==> config.mk <==
export PLATFORM = sky130hd
export DESIGN_NAME = onchip_mem_test_master_flat
export DESIGN_NICKNAME = d
export VERILOG_FILES = /design/src/rtl/onchip_mem_test_master_if.sv /design/src/rtl/onchip_mem_test_master.sv /design/src/flat_wrapper.sv
export SDC_FILE = /design/constraint.sdc
export NUM_CORES = 1
export LEC_CHECK = 0
export BUFFER_PORTS_ARGS = -buffer_cell sky130_fd_sc_hd__clkbuf_2
export CAP_MARGIN = 20
export CORE_UTILIZATION = 25
export CTS_BUF_LIST = sky130_fd_sc_hd__clkbuf_8
export DETAILED_ROUTE_END_ITERATION = 10
export GPL_TIMING_DRIVEN = 0
export PLACE_DENSITY_LB_ADDON = 0.25
export SLEW_MARGIN = 20
export SYNTH_ARGS = -nofsm -noshare
export SYNTH_HDL_FRONTEND = slang
export SYNTH_SLANG_ARGS = --single-unit
export TNS_END_PERCENT = 20
==> constraint.sdc <==
create_clock -name clk -period 7 [get_ports clk]
set_clock_uncertainty 0.15 [all_clocks]
set_input_delay 0.7 -clock clk [delete_from_list [all_inputs] [get_ports clk]]
set_output_delay 0.7 -clock clk [all_outputs]
set_load 0.1 [all_outputs]
==> src/rtl/onchip_mem_test_master_if.sv <==
// Avalon-MM bus between the memory test master and the on-chip RAM slave.
//   avm_address       byte address, word aligned ({word, 2'b00})
//   avm_read/write    request strobes, held while avm_waitrequest is high
//   avm_writedata     write data
//   avm_byteenable    byte lanes, all enabled
//   avm_waitrequest   slave stall
//   avm_readdata      read data, qualified by avm_readdatavalid
interface onchip_mem_test_master_if #(
  parameter int unsigned ADDR_W = 10,
  parameter int unsigned DATA_W = 32
);
  logic [ADDR_W+1:0]   avm_address;
  logic                avm_read;
  logic                avm_write;
  logic [DATA_W-1:0]   avm_writedata;
  logic [DATA_W/8-1:0] avm_byteenable;
  logic                avm_waitrequest;
  logic [DATA_W-1:0]   avm_readdata;
  logic                avm_readdatavalid;

  modport master (
    output avm_address, avm_read, avm_write, avm_writedata, avm_byteenable,
    input  avm_waitrequest, avm_readdata, avm_readdatavalid
  );

  modport slave (
    input  avm_address, avm_read, avm_write, avm_writedata, avm_byteenable,
    output avm_waitrequest, avm_readdata, avm_readdatavalid
  );
endinterface

==> src/rtl/onchip_mem_test_master.sv <==
// Memory test engine: writes pattern(i) = seed + i to word (base + i) mod 2^ADDR_W
// for i in 0..length-1, reads every word back one request at a time and counts
// mismatching words.
//   clk, reset_n     clock, asynchronous active-low reset
//   start            one-cycle request, accepted only in IDLE
//   base_addr        first word address (sampled at start)
//   length           word count 0..2^ADDR_W (sampled at start)
//   seed             pattern seed (sampled at start)
//   busy             high while writing or reading
//   done             one-cycle pulse at end of test
//   pass             error_count == 0, valid from the done pulse
//   error_count      mismatching words, saturating at 0xFFFF
//   first_err_addr   word address of the first mismatch
//   avm              Avalon-MM master port
module onchip_mem_test_master #(
  parameter int unsigned ADDR_W = 10,
  parameter int unsigned DATA_W = 32
) (
  input  logic                      clk,
  input  logic                      reset_n,
  input  logic                      start,
  input  logic [ADDR_W-1:0]         base_addr,
  input  logic [ADDR_W:0]           length,
  input  logic [DATA_W-1:0]         seed,
  output logic                      busy,
  output logic                      done,
  output logic                      pass,
  output logic [15:0]               error_count,
  output logic [ADDR_W-1:0]         first_err_addr,
  onchip_mem_test_master_if.master  avm
);

  localparam int unsigned IDX_W = ADDR_W + 1;

  typedef enum logic [2:0] {
    S_IDLE,
    S_WRITE,
    S_READ_REQ,
    S_READ_WAIT,
    S_DONE
  } state_t;

  state_t              state;
  logic [IDX_W-1:0]    idx;
  logic [IDX_W-1:0]    len_q;
  logic [ADDR_W-1:0]   base_q;
  logic [DATA_W-1:0]   seed_q;
  // word_q and pat_q track word(idx) and pattern(idx) incrementally
  logic [ADDR_W-1:0]   word_q;
  logic [DATA_W-1:0]   pat_q;

  logic                last_c;
  logic                mismatch_c;
  logic [15:0]         err_next_c;

  // Last-word detect and saturating error count for the word being compared
  always_comb begin
    last_c     = (idx == (len_q - IDX_W'(1)));
    mismatch_c = (state == S_READ_WAIT) && avm.avm_readdatavalid &&
                 (avm.avm_readdata != pat_q);
    err_next_c = error_count;
    if (mismatch_c && (error_count != 16'hFFFF)) begin
      err_next_c = error_count + 16'd1;
    end
  end

  // Address and write data come straight from the word/pattern registers
  assign avm.avm_address    = {word_q, 2'b00};
  assign avm.avm_writedata  = pat_q;
  assign avm.avm_byteenable = '1;

  // Control FSM with registered outputs
  always_ff @(posedge clk or negedge reset_n) begin
    if (!reset_n) begin
      state          <= S_IDLE;
      idx            <= '0;
      len_q          <= '0;
      base_q         <= '0;
      seed_q         <= '0;
      word_q         <= '0;
      pat_q          <= '0;
      busy           <= 1'b0;
      done           <= 1'b0;
      pass           <= 1'b0;
      error_count    <= '0;
      first_err_addr <= '0;
      avm.avm_read   <= 1'b0;
      avm.avm_write  <= 1'b0;
    end else begin
      case (state)
        S_IDLE: begin
          if (start) begin
            len_q          <= length;
            base_q         <= base_addr;
            seed_q         <= seed;
            word_q         <= base_addr;
            pat_q          <= seed;
            idx            <= '0;
            error_count    <= '0;
            first_err_addr <= '0;
            // An empty region passes trivially
            pass           <= (length == '0);
            if (length == '0) begin
              done  <= 1'b1;
              state <= S_DONE;
            end else begin
              busy          <= 1'b1;
              avm.avm_write <= 1'b1;
              state         <= S_WRITE;
            end
          end
        end

        S_WRITE: begin
          if (!avm.avm_waitrequest) begin
            if (last_c) begin
              idx           <= '0;
              word_q        <= base_q;
              pat_q         <= seed_q;
              avm.avm_write <= 1'b0;
              avm.avm_read  <= 1'b1;
              state         <= S_READ_REQ;
            end else begin
              idx    <= idx + IDX_W'(1);
              word_q <= word_q + ADDR_W'(1);
              pat_q  <= pat_q + DATA_W'(1);
            end
          end
        end

        S_READ_REQ: begin
          if (!avm.avm_waitrequest) begin
            avm.avm_read <= 1'b0;
            state        <= S_READ_WAIT;
          end
        end

        S_READ_WAIT: begin
          if (avm.avm_readdatavalid) begin
            error_count <= err_next_c;
            if (mismatch_c && (error_count == '0)) begin
              first_err_addr <= word_q;
            end
            if (last_c) begin
              busy  <= 1'b0;
              done  <= 1'b1;
              pass  <= (err_next_c == '0);
              state <= S_DONE;
            end else begin
              idx          <= idx + IDX_W'(1);
              word_q       <= word_q + ADDR_W'(1);
              pat_q        <= pat_q + DATA_W'(1);
              avm.avm_read <= 1'b1;
              state        <= S_READ_REQ;
            end
          end
        end

        S_DONE: begin
          done  <= 1'b0;
          state <= S_IDLE;
        end

        default: begin
          state <= S_IDLE;
        end
      endcase
    end
  end

endmodule

==> src/flat_wrapper.sv <==
// flat-port wrapper written by rule: the top's interface ports become plain ports
module onchip_mem_test_master_flat 
#(
  parameter int unsigned ADDR_W = 10,
  parameter int unsigned DATA_W = 32
)
  (clk, reset_n, start, base_addr, length, seed, busy, done, pass, error_count, first_err_addr, avm_avm_address, avm_avm_read, avm_avm_write, avm_avm_writedata, avm_avm_byteenable, avm_avm_waitrequest, avm_avm_readdata, avm_avm_readdatavalid);
  onchip_mem_test_master_if #(.ADDR_W(ADDR_W), .DATA_W(DATA_W)) avm_i ();
  input  logic clk;
  input  logic reset_n;
  input  logic start;
  input  logic [ADDR_W-1:0] base_addr;
  input  logic [ADDR_W:0] length;
  input  logic [DATA_W-1:0] seed;
  output logic busy;
  output logic done;
  output logic pass;
  output logic [15:0] error_count;
  output logic [ADDR_W-1:0] first_err_addr;
  output wire logic [$bits(avm_i.avm_address)-1:0] avm_avm_address;
  output wire logic [$bits(avm_i.avm_read)-1:0] avm_avm_read;
  output wire logic [$bits(avm_i.avm_write)-1:0] avm_avm_write;
  output wire logic [$bits(avm_i.avm_writedata)-1:0] avm_avm_writedata;
  output wire logic [$bits(avm_i.avm_byteenable)-1:0] avm_avm_byteenable;
  input wire logic [$bits(avm_i.avm_waitrequest)-1:0] avm_avm_waitrequest;
  input wire logic [$bits(avm_i.avm_readdata)-1:0] avm_avm_readdata;
  input wire logic [$bits(avm_i.avm_readdatavalid)-1:0] avm_avm_readdatavalid;
  assign avm_avm_address = avm_i.avm_address;
  assign avm_avm_read = avm_i.avm_read;
  assign avm_avm_write = avm_i.avm_write;
  assign avm_avm_writedata = avm_i.avm_writedata;
  assign avm_avm_byteenable = avm_i.avm_byteenable;
  assign avm_i.avm_waitrequest = avm_avm_waitrequest;
  assign avm_i.avm_readdata = avm_avm_readdata;
  assign avm_i.avm_readdatavalid = avm_avm_readdatavalid;
  onchip_mem_test_master #(.ADDR_W(ADDR_W), .DATA_W(DATA_W)) u_core (.clk(clk), .reset_n(reset_n), .start(start), .base_addr(base_addr), .length(length), .seed(seed), .busy(busy), .done(done), .pass(pass), .error_count(error_count), .first_err_addr(first_err_addr), .avm(avm_i));
endmodule
Yosys cells after proc, flatten, opt, wreduce, memory -nomap -nowiden:

Index checks and enable logic that the tools add are counted.

* bits in registers: 140
* logic and storage cells: 114
* bits in latches: 0
* output and inout bits: 79
* memories kept: 0
* memory bits (writable): 0
* input bits: 90
* memory bits (read-only): 0

* multiply operators: 0
* $lt $le $gt $ge: 0
* add/sub/neg operators: 5
* reduce and logical (&&, ||, !) cells: 23
* div/mod/pow operators: 0
* bitwise logic cells: 0
* shifts and indexed selects: 0
* mux-type cells: 55
* eq/ne operators: 17

Operator list (number)
* 32-bit 2-to-1 mux: 5
* 32-bit one-hot mux with 3 select lines: 1
* 10-bit 2-to-1 mux: 8
* 11-bit 2-to-1 mux: 5
* 16-bit 2-to-1 mux: 3
* 11-bit one-hot mux with 3 select lines: 1
* 32-bit by 1-bit adder with 32-bit output, second input constant: 1
* 16-bit zero test: 2
* 32-bit != test: 1
* 16-bit one-hot mux with 2 select lines: 1
* 10-bit one-hot mux with 3 select lines: 1
* 5-bit AND reduction: 5
* 3-bit 2-to-1 mux: 7
* 10-bit one-hot mux with 2 select lines: 1
* 16-bit by 1-bit adder with 16-bit output, second input constant: 1
* 1-bit 2-to-1 mux: 16
* 16-bit != test, second input constant: 1
* 2-bit != test, second input constant: 7
* 3-bit one-hot mux with 4 select lines: 1
* 11-bit by 1-bit adder with 11-bit output, second input constant: 1
* 11-bit equality test: 1
* 11-bit zero test: 1
* 11-bit by 1-bit subtractor with 11-bit output, second input constant: 1
* 10-bit by 1-bit adder with 10-bit output, second input constant: 1
* 14 further kinds: 27

Longest topological paths before layout:

* word-level depth: 9
* mapped depth: 14

Worst setup path before layout:

OpenSTA, ideal clock, no wires.

* kind: reg-to-reg
* start point: register u_core.pat_q[9], in the netlist u_core.avm.avm_writedata[9]
* end point: register u_core.pass
* data arrival time: 3040 ps
* path slack: 3744 ps
* stages on the path, launching flop included: 11
* library setup time: 66 ps
* clock period less this slack: 3256 ps
* buffers on the path: 2
* cell sequence: dfrtp_1 clkbuf_1 xnor2_1 nand4_1 nor4_1 and2_1 clkbuf_1 nor3_1 a211o_1 a2111oi_0 o31a_1

* longest elaborated chain between the ends: 8

Ends and longest elaborated chain
* start: declaration: RTL line onchip_mem_test_master.sv:50 `logic [DATA_W-1:0] pat_q;`
* start signal: assignment: RTL line onchip_mem_test_master.sv:119 `pat_q <= seed_q;`
* start signal: assignment: RTL line onchip_mem_test_master.sv:126 `pat_q <= pat_q + DATA_W'(1);`
* start signal: assignment: RTL line onchip_mem_test_master.sv:152 `pat_q <= pat_q + DATA_W'(1);`
* 32-bit != test: RTL line onchip_mem_test_master.sv:60 `(avm.avm_readdata != pat_q);`
* 1-bit logical AND: RTL line onchip_mem_test_master.sv:59 `mismatch_c = (state == S_READ_WAIT) && avm.avm_readdatavalid &&`
* 1-bit logical AND: RTL line onchip_mem_test_master.sv:62 `if (mismatch_c && (error_count != 16'hFFFF)) begin`
* 16-bit 2-to-1 mux: RTL line onchip_mem_test_master.sv:62
* 16-bit zero test: RTL line onchip_mem_test_master.sv:147 `pass <= (err_next_c == '0);`
* 1-bit 2-to-1 mux: RTL line onchip_mem_test_master.sv:144 `if (last_c) begin`
* 1-bit 2-to-1 mux: RTL line onchip_mem_test_master.sv:139 `if (avm.avm_readdatavalid) begin`
* 1-bit one-hot mux with 2 select lines: RTL line onchip_mem_test_master.sv:90 `case (state)`
* end signal: assignment: RTL line onchip_mem_test_master.sv:102 `pass <= (length == '0);`
* end signal: assignment: RTL line onchip_mem_test_master.sv:147
* end: declaration: RTL line onchip_mem_test_master.sv:27 `output logic pass,`

No other way between the ends. The select of a mux whose other input is x is not followed.
A chain may end at the register's enable or synchronous reset.

Worst setup path after layout:

* start point: register u_core.pat_q[0], in the netlist u_core.avm.avm_writedata[0]
* end point: register u_core.pass

The elaborated chain is that of the path after synthesis.

==> results.md <==
* Total grt overflow at 0
* CTS tree: yes
* Die width at 188.7 µm
* Initial antenna violation count at 0
* Cell Pwr Density at 437.5 nW/µm²
* CTS root buf: clkbuf_8
* Clk Latency, worst-skew pair at 450 ps
* Die ar. at 35600 µm²
* Max-slew headroom at 0.2400
* Met1 Usage GRT at 0.2445
* Slew Viols, Final at 0
* Clock Path Buffers at 2
* Post-CTS Hold Buffers at 0
* Core area at 33870 µm²
* Die Ht at 188.7 µm
* Routed via count at 8352
* Via density at 5.178
* Hold Fails Final Rpt at 0
* Status: finished, final reports clean
* Final Non-Filler Cells at 1613
* Placer Congestion at 0.8729
* Grt met3 use at 0.03427
* Remaining DRCs at 0
* Crit path time final at 4090 ps
* Hold Crit Class: in -> async
* Busiest grt layer: met2
* Clk sinks at 140
* WP buf/inv at 2
* # setup viols final at 0
* # H-tree levels at 4
* Largest net degree at the start of global routing at 82
* Peak VDD IR at 382.5 µV
* CTS buffer count at 17
* Overall routing resource usage at 0.1804
* Most common cell in the netlist: dfrtp_1
* Highest-delay cell along the critical path: nor4_1
* Fmax achieved at 0.2445 GHz
* Crit-path leading delay family: simple AND/OR/NAND/NOR gates
* Worst-path clk slew at 90 ps
* Post-CTS sizing at 0
* Post-synth EDFFs at 0
* Share of layout cells above drive strength 1 at 0.2541
* Crit-path max cell delay at 850 ps
* Max Cap Viol at 0
* Cell variety after synth at 72
* WP data arrival at 4330 ps
* Startpoint types: flop
* I/O pins at 169
* IO buf count at 162
* Asr flop ratio synth at 1.000
* RSZ-0062 raised after global routing: false
* DRT antenna net count at 0
* CP cell instances: clkbuf_1 -> xnor2_1 -> nand4_1 -> nor4_1 -> and2_1 -> clkbuf_1 -> nor3_1 -> a211o_1 -> a2111oi_0 -> o31a_1
* Final Util at 0.3098
* Post-CTS Setup Bufs at 0
* WS Path Type: reg -> reg
* Cell mode on critical path: clkbuf_1
* Inst Count DP at 1583
* Post-synthesis sequential area ratio at 0.4021
* Cells after Synth at 967
* LEAKAGE at 4.632 nW
* Post-DP HPWL at 23590 µm
* DR WL/cell at 19.77 µm
* Post-synth top area share at 0.4021
* Final worst-path cycle share at 0.5842
* Vias in the first global route at 8158
* Slew of the pin with the lowest slew margin at 1130 ps
* Synth warn at 0
* Initial DRC count at 609
* FF+latch count, synth at 140
* Crit path max fanout at 8
* Req. time, crit path at 7250 ps
* CP endpoint kind: flop
* Largest area contributor in the netlist: dfrtp_1
* Synth Cell Area at 8712 µm²
* First-pass GRT wire length at 49010 µm
* Synth cell count leaders: dfrtp_1 (140), nor2_1 (91), nand2_1 (80)
* Nets at 1250
* Post-Syn Area per Cell at 9.009 µm²
* Starting Density at 0.2572
* DRT Pass-1 Iters at 6
* Antenna diodes at 0
* Synth area leaders: dfrtp_1 (40%), mux2_2 (6.2%), xnor2_1 (4.2%), nor2_1 (3.9%), nand2_1 (3.4%)
* Post-Route Setup TNS at 0 ps
* P&R area growth vs syn at 20.45%
* Dominant synthesized flop cell: dfrtp_1
* Num rows at 67
* Final WL at 31880 µm
* Grt met2 use at 0.2910
through the flow:
stage / total power [mW] / worst slack (ps) / area [µm²] / hold slack [ps]
after floorplan: 3.263 / 3744 / 8727 / 254.4
after global placement: 3.965 / 2339 / 10100 / 317.4
after detailed placement: 3.983 / 2771 / 10140 / 327.5
after CTS: 4.617 / 2907 / 10490 / 81.92
after global routing: 4.825 / 2680 / 10490 / 92.56
final: 4.591 / 2910 / 10490 / 86.42
cell usage in the layout (no fill, tap or decap), types with 4 or more instances in the layout:
cell / n
o41ai_2: 17
o31ai_1: 19
and3_1: 19
conb_1: 6
nor2_1: 91
inv_1: 38
or3_1: 8
mux2_2: 48
buf_4: 10
nor4_1: 17
xnor2_1: 42
or4_1: 10
a31oi_1: 6
o32ai_1: 7
mux2i_1: 11
ha_1: 6
nand3_1: 41
clkbuf_8: 21
clkbuf_2: 161
clkbuf_1: 47
and2_1: 6
nor3b_1: 4
o21ai_1: 20
clkinv_2: 6
nand2_1: 80
and4_1: 5
a211oi_1: 15
o21ai_0: 44
a21o_1: 7
dfrtp_1: 140
buf_2: 10
xor2_1: 5
o211ai_1: 4
a21oi_1: 49
nand4_1: 17
nor3_1: 53
o311ai_1: 4
layout make-up:
| cell class | count | area (µm²) |
|---|---|---|
| Inverter | 36 | 135.1 |
| Clock inverter | 10 | 76.32 |
| Tap cell | 448 | 560.5 |
| Sequential cell | 140 | 3503 |
| Timing Repair Buffer | 164 | 854.6 |
| Buffer | 72 | 339.1 |
| Multi-Input combinational cell | 723 | 4750 |
| Clock buffer | 20 | 275.3 |
| Fill cell | 3683 | 23370 |
state kept, by name, summed over array words and instances, names as in the netlist:
| name | count |
|---|---|
| u_core.first_err_addr | 10 |
| u_core.error_count | 16 |
| u_core.avm.avm_writedata | 32 |
| u_core.idx | 11 |
| u_core.done | 1 |
| u_core.len_q | 11 |
| u_core.avm.avm_read | 1 |
| u_core.avm.avm_write | 1 |
| u_core.busy | 1 |
| u_core.pass | 1 |
| u_core.word_q | 10 |
| u_core.state | 3 |
| u_core.seed_q | 32 |
| u_core.base_q | 10 |
cells by family after synthesis:
logic type	count (synthesis)	share of synthesized area
buf+inv	108	0.05443
compound gates	228	0.1902
mux	59	0.07468
xor+xnor	47	0.04725
flops	140	0.4021
fa+ha+maj	6	0.008617
simple gates	377	0.2219
other cells	2	0.0008620
worst reg2reg max path, stage by stage (launching register included):
cell and delay, ps:
dfrtp_1 450, clkbuf_1 400, xnor2_1 220, nand4_1 180
nor4_1 850, and2_1 240, clkbuf_1 290, nor3_1 260
a211o_1 300, a2111oi_0 510, o31a_1 180
worst paths after layout:
path                                             startpoint                           to  slack, ps  depth (start not counted)
worst max-delay path            u_core.avm.avm_writedata[0]                  u_core.pass       2910                         10
worst min register to register     u_core.first_err_addr[7]     u_core.first_err_addr[7]        340                          2
worst max register to register  u_core.avm.avm_writedata[0]                  u_core.pass       2910                         10
worst min-delay path                                reset_n                u_core.idx[9]         90                          1
min in group clk                                  length[1]              u_core.len_q[1]        330                          3
max in group asynchronous                           reset_n  u_core.avm.avm_writedata[5]       5820                          2
per-layer routing:
metal / routed length (µm) / vias to the layer above
met5: 0 / -
met4: 433 / 0
met3: 1951 / 24
met2: 14970 / 307
met1: 14520 / 4116
li1: - / 3905
power breakdown:
part | switching, mW | internal [mW]
Combinational | 2.06 | 0.614
Clock | 0.318 | 0.299
Sequential | 0.325 | 0.976
(Power assumes the default switching activity.)
